File: src/rtl/bip_control_unit.sv
// BIP sequencer/decoder: two-clock FETCH/EXEC instruction cycle driving datapath and data-RAM controls.
// Optional feature macro: BIP_ILLEGAL_TRAP_EN (illegal opcode halts and sets sticky illegal flag).
module bip_control_unit #(
  parameter int unsigned len_data   = 16,
  parameter int unsigned len_addr   = 11,
  parameter int unsigned len_opcode = 5,
  parameter int unsigned len_mux_a  = 2,
  parameter int unsigned len_cycles = 32
) (
  input  logic                  clk,
  input  logic                  reset,
  input  logic                  start,
  input  logic [len_data-1:0]   Pm_Data,
  output logic [len_addr-1:0]   Pm_Addr,
  output logic                  Pm_Rd,
  output logic [len_mux_a-1:0]  SelA,
  output logic                  SelB,
  output logic                  WrAcc,
  output logic                  Op,
  output logic                  WrRam,
  output logic                  RdRam,
  output logic [len_addr-1:0]   inst_operand,
  output logic                  done,
  output logic                  illegal,
  output logic [len_cycles-1:0] cycle_count
);

  localparam logic [len_opcode-1:0] op_hlt  = len_opcode'(0);
  localparam logic [len_opcode-1:0] op_sto  = len_opcode'(1);
  localparam logic [len_opcode-1:0] op_ld   = len_opcode'(2);
  localparam logic [len_opcode-1:0] op_ldi  = len_opcode'(3);
  localparam logic [len_opcode-1:0] op_add  = len_opcode'(4);
  localparam logic [len_opcode-1:0] op_addi = len_opcode'(5);
  localparam logic [len_opcode-1:0] op_sub  = len_opcode'(6);
  localparam logic [len_opcode-1:0] op_subi = len_opcode'(7);

  localparam logic [len_mux_a-1:0] sel_mem = len_mux_a'(0);
  localparam logic [len_mux_a-1:0] sel_imm = len_mux_a'(1);
  localparam logic [len_mux_a-1:0] sel_alu = len_mux_a'(2);

  typedef enum logic [1:0] {
    st_idle  = 2'd0,
    st_fetch = 2'd1,
    st_exec  = 2'd2,
    st_halt  = 2'd3
  } state_t;

  state_t                state;
  logic [len_addr-1:0]   pc;
  logic [len_cycles-1:0] cycles;
  logic                  done_q;
  logic [len_opcode-1:0] opcode;
  logic                  is_exec;

  assign opcode  = Pm_Data[len_data-1 -: len_opcode];
  assign is_exec = (state == st_exec);

`ifdef BIP_ILLEGAL_TRAP_EN
  logic illegal_q;
  logic opcode_illegal;
  assign opcode_illegal = (opcode > op_subi);
  assign illegal        = illegal_q;
`else
  assign illegal = 1'b0;
`endif

  // Sequencer: state, program counter, cycle counter and halt status.
  always_ff @(posedge clk or negedge reset) begin
    if (!reset) begin
      state     <= st_idle;
      pc        <= '0;
      cycles    <= '0;
      done_q    <= 1'b0;
`ifdef BIP_ILLEGAL_TRAP_EN
      illegal_q <= 1'b0;
`endif
    end else begin
      case (state)
        st_idle: begin
          if (start) begin
            state  <= st_fetch;
            pc     <= '0;
            cycles <= '0;
          end
        end
        st_fetch: begin
          state  <= st_exec;
          cycles <= cycles + len_cycles'(1);
        end
        st_exec: begin
          cycles <= cycles + len_cycles'(1);
          if (opcode == op_hlt) begin
            state  <= st_halt;
            done_q <= 1'b1;
          end
`ifdef BIP_ILLEGAL_TRAP_EN
          else if (opcode_illegal) begin
            state     <= st_halt;
            done_q    <= 1'b1;
            illegal_q <= 1'b1;
          end
`endif
          else begin
            state <= st_fetch;
            pc    <= pc + len_addr'(1);
          end
        end
        st_halt: begin
          if (start) begin
            state     <= st_fetch;
            pc        <= '0;
            cycles    <= '0;
            done_q    <= 1'b0;
`ifdef BIP_ILLEGAL_TRAP_EN
            illegal_q <= 1'b0;
`endif
          end
        end
        default: state <= st_idle;
      endcase
    end
  end

  assign Pm_Addr      = pc;
  assign Pm_Rd        = (state == st_fetch);
  assign done         = done_q;
  assign cycle_count  = cycles;
  assign inst_operand = is_exec ? Pm_Data[len_addr-1:0] : '0;

  // Decode is gated by EXEC: ROM data is only valid in that cycle, so controls follow it directly.
  always_comb begin
    SelA  = '0;
    SelB  = 1'b0;
    WrAcc = 1'b0;
    Op    = 1'b0;
    WrRam = 1'b0;
    RdRam = 1'b0;
    if (is_exec) begin
      case (opcode)
        op_sto: WrRam = 1'b1;
        op_ld: begin
          WrAcc = 1'b1;
          SelA  = sel_mem;
          RdRam = 1'b1;
        end
        op_ldi: begin
          WrAcc = 1'b1;
          SelA  = sel_imm;
        end
        op_add: begin
          WrAcc = 1'b1;
          SelA  = sel_alu;
          RdRam = 1'b1;
        end
        op_addi: begin
          WrAcc = 1'b1;
          SelA  = sel_alu;
          SelB  = 1'b1;
        end
        op_sub: begin
          WrAcc = 1'b1;
          SelA  = sel_alu;
          Op    = 1'b1;
          RdRam = 1'b1;
        end
        op_subi: begin
          WrAcc = 1'b1;
          SelA  = sel_alu;
          SelB  = 1'b1;
          Op    = 1'b1;
        end
        default: ;
      endcase
    end
  end

endmodule

File: config.mk
export PLATFORM = sky130hd
export DESIGN_NAME = bip_control_unit
export DESIGN_NICKNAME = d
export VERILOG_FILES = /design/src/rtl/bip_control_unit.sv
export SDC_FILE = /design/constraint.sdc
export NUM_CORES = 1
export LEC_CHECK = 0
export CORE_MARGIN = 2
export CORE_UTILIZATION = 50
export CTS_CLUSTER_DIAMETER = 200
export DETAILED_ROUTE_END_ITERATION = 8
export GPL_ROUTABILITY_DRIVEN = 0
export MAX_ROUTING_LAYER = met4
export PLACE_DENSITY = 0.95
export SYNTH_ARGS = -nofsm -noshare
export SYNTH_HDL_FRONTEND = slang
export SYNTH_SLANG_ARGS = --single-unit
File: constraint.sdc
create_clock -name clk -period 3.5 [get_ports clk]
set_input_delay 0.7 -clock clk [delete_from_list [all_inputs] [get_ports clk]]
set_output_delay 0.7 -clock clk [all_outputs]
set_load 0.005 [all_outputs]
==> reports/metrics.cfg <==
[global_route]
track_usage_pct=24.0
grt_max_degree=47
antenna_found_initial=0
overflow=0
grt_pass1_vias=2358
grt_pass1_wl_mm=11.3

[worst_setup_path]
worst-setup-path-type=flip-flop to output port
crit_fanout=18
slowest_stage=clkdlybuf4s50_1
critical-path-top-delay-family=simple AND/OR/NAND/NOR gates
crit_chain=inv_1 > ha_1 > nor3b_2 > nand2_1 > nor3b_1 > clkdlybuf4s50_1
worstSetupStartpointType=flip-flop
slowest_delay_ps=540
crit_path_end_kind=output port
required_ps=2800
crit_buf_inv=2
crit_arrival_ps=2470

[clock_tree]
h-tree-depth=2
cts_sinks=46
clk_pin_slew_ps=80
cts_buffer_depth=2
cts_buffers=5
tritoncts=built
root_buffer=clkbuf_8
cts_hold_buf=0
postCtsSetupBuffers=0
ctsResizeCount=0
clk_latency_ps=290

[power_and_ir_drop]
power.switching_uw=527
pwr-share-clk_pct=23.9
swShare_pct=33.9
irDropWorstVdd_uv=270
power.internal_uw=1030
p_seq_share_pct=40.7
pwr-share-comb_pct=35.4
power_leakage_uw=0.00157
power.density_mw_per_mm2=432

[cells_and_area]
finalInstanceArea_mm2=0.00359
syn2layout_area_growth_pct=37.7
drive_gt1_share_pct=5.21
utilization_pct=70.8
fin_nets=389
diodes=0
instances_no_fill=435

[die]
core_area_mm2=0.00507
dieArea_mm2=0.00581
fp.dieW_um=76.2
pin_count=83
initial_utilization_pct=51.4
rows=26
dieHeight_um=76.2

[synthesis]
synth_flop_cell=dfrtp_1
synth_warnings=0
synth-seq-cells=46
syn_nets=308
synth_cells=283
syn_area_mm2=0.00261
synth_edf_count=0
synthArstFlopShare_pct=100
synth.distinct_cells=39
synth-seq-area-share_pct=44.1
postSynthAreaPerCell_um2=9.22

[routing]
drc=0
vias=2428
via_per_inst=5.58
drt_iter0_drc=174
drt_wl_total_mm=6.46
dr.pass1.iters=4
wl_per_cell_um=14.8
antenna_left=0

[timing]
final.setup.tns_ps=0
min_period_over_period_pct=90.5
finalSetupViolCount=0
rsz0062_at_grt=no
tightestPinTransition_ps=1010
hold_viol=0
finClkSkew_ps=10.1
period_needed_ps=3170
fmax_mhz=316
relSlewSlack_pct=32.7
drv_slew=0

[status]
status=completed

[worst_hold_path]
hold_class=flip-flop to flip-flop

[placed_design]
dp.final_hpwl_mm=4.63
dp_cells=427
placed_cell_area_mm2=0.00348
portBuffers=81

[job]
drv_cap=0

==> worst register-to-register path, delay by kind of cell (launching register included) <==
family | cells | cell delay [ps]
adders and majority gates | 1 | 400
buffers and inverters | 2 | 320
DFF | 1 | 430
muxes | 1 | 170
and+or+nand+nor | 3 | 1050
==> cell usage in the layout (no fill, tap or decap), types with 7 or more instances in the layout <==
master           instances
and2_1                  15
nand2_1                 48
and3_1                   8
dfrtp_1                 46
a21oi_1                 10
nand3_1                 15
o21ai_0                 10
clkbuf_8                 8
nor2_1                  14
clkdlybuf4s50_1         80
mux2i_1                 22
o22ai_1                  9
xnor2_1                  9
nand4_1                 15
or3_1                    7
==> per-stage QoR <==
| step | hold slack [ps] | total power, µW | setup WS (ps) |
|---|---|---|---|
| after floorplan | 404 | 938 | 1370 |
| after global placement | 464 | 1170 | 453 |
| after detailed placement | 481 | 1190 | 360 |
| after CTS | 495 | 1560 | 194 |
| after global routing | 524 | 1650 | 92.4 |
| final | 486 | 1550 | 331 |
==> layer usage <==
layer	GRT usage [%]	up-vias	wire, µm
met2	41.7	73	3430
met3	3.55	4	280
met1	29.7	1184	2700
met4	5.64	0	51
li1	-	1167	-
met5	-	-	0
==> synth_stat cells, types with 3 or more instances <==
cell type | instances | area [µm²]
nor2_1 | 14 | 52.6
a21oi_1 | 10 | 50.1
o22ai_1 | 9 | 56.3
nand3_1 | 15 | 75.1
ha_1 | 6 | 75.1
clkbuf_1 | 8 | 30.0
xnor2_1 | 9 | 78.8
inv_1 | 6 | 22.5
mux2i_1 | 22 | 220
and2_1 | 15 | 93.8
and3_1 | 8 | 50.1
o2bb2ai_1 | 3 | 26.3
or3_1 | 7 | 43.8
nor3b_1 | 3 | 22.5
dfrtp_1 | 46 | 1150
nand4_1 | 15 | 93.8
nand2_1 | 48 | 180
nor3_1 | 6 | 30.0
o21ai_0 | 10 | 50.1
==> cells by family after synthesis <==
group	share of synthesized area, %
multiplexers	8.87
other	0.144
AND/OR/NAND/NOR	28.2
AO/OA/AOI/OAI	9.16
adder cells (fa/ha/maj)	2.88
flip-flops	44.1
XOR/XNOR	3.69
buffers and inverters	2.93
==> flip-flops by register name, indices dropped and copies added (netlist names) <==
name         count
cycle_count     32
Pm_Addr         11
state            2
done             1
==> worst paths after layout <==
kind	end	from	slack, ps	cells after the start
setup / recovery	SelA[0]	state[0]	330	6
hold / removal	cycle_count[31]	cycle_count[31]	490	1
setup reg to reg	cycle_count[28]	state[0]	1020	7
hold reg to reg	cycle_count[31]	cycle_count[31]	490	1
max in group asynchronous	done	reset	2300	1
min in group asynchronous	cycle_count[22]	reset	570	1
==> area by class of cell <==
class	count	area, µm²
clock buffers	8	110
fillers	392	1480
repair buffers	85	836
inverters	6	22.5
flip-flops and latches	46	1150
well taps	70	87.6
multi-input cells	220	1390
==> power groups by stage <==
stage | clock network, µW | registers (µW) | logic, µW
after floorplan | 0 | 632 | 306
after global placement | 0 | 637 | 530
after detailed placement | 0 | 642 | 547
after CTS | 375 | 631 | 553
after global routing | 400 | 642 | 605
final | 372 | 632 | 550
(Power assumes the default switching activity.)
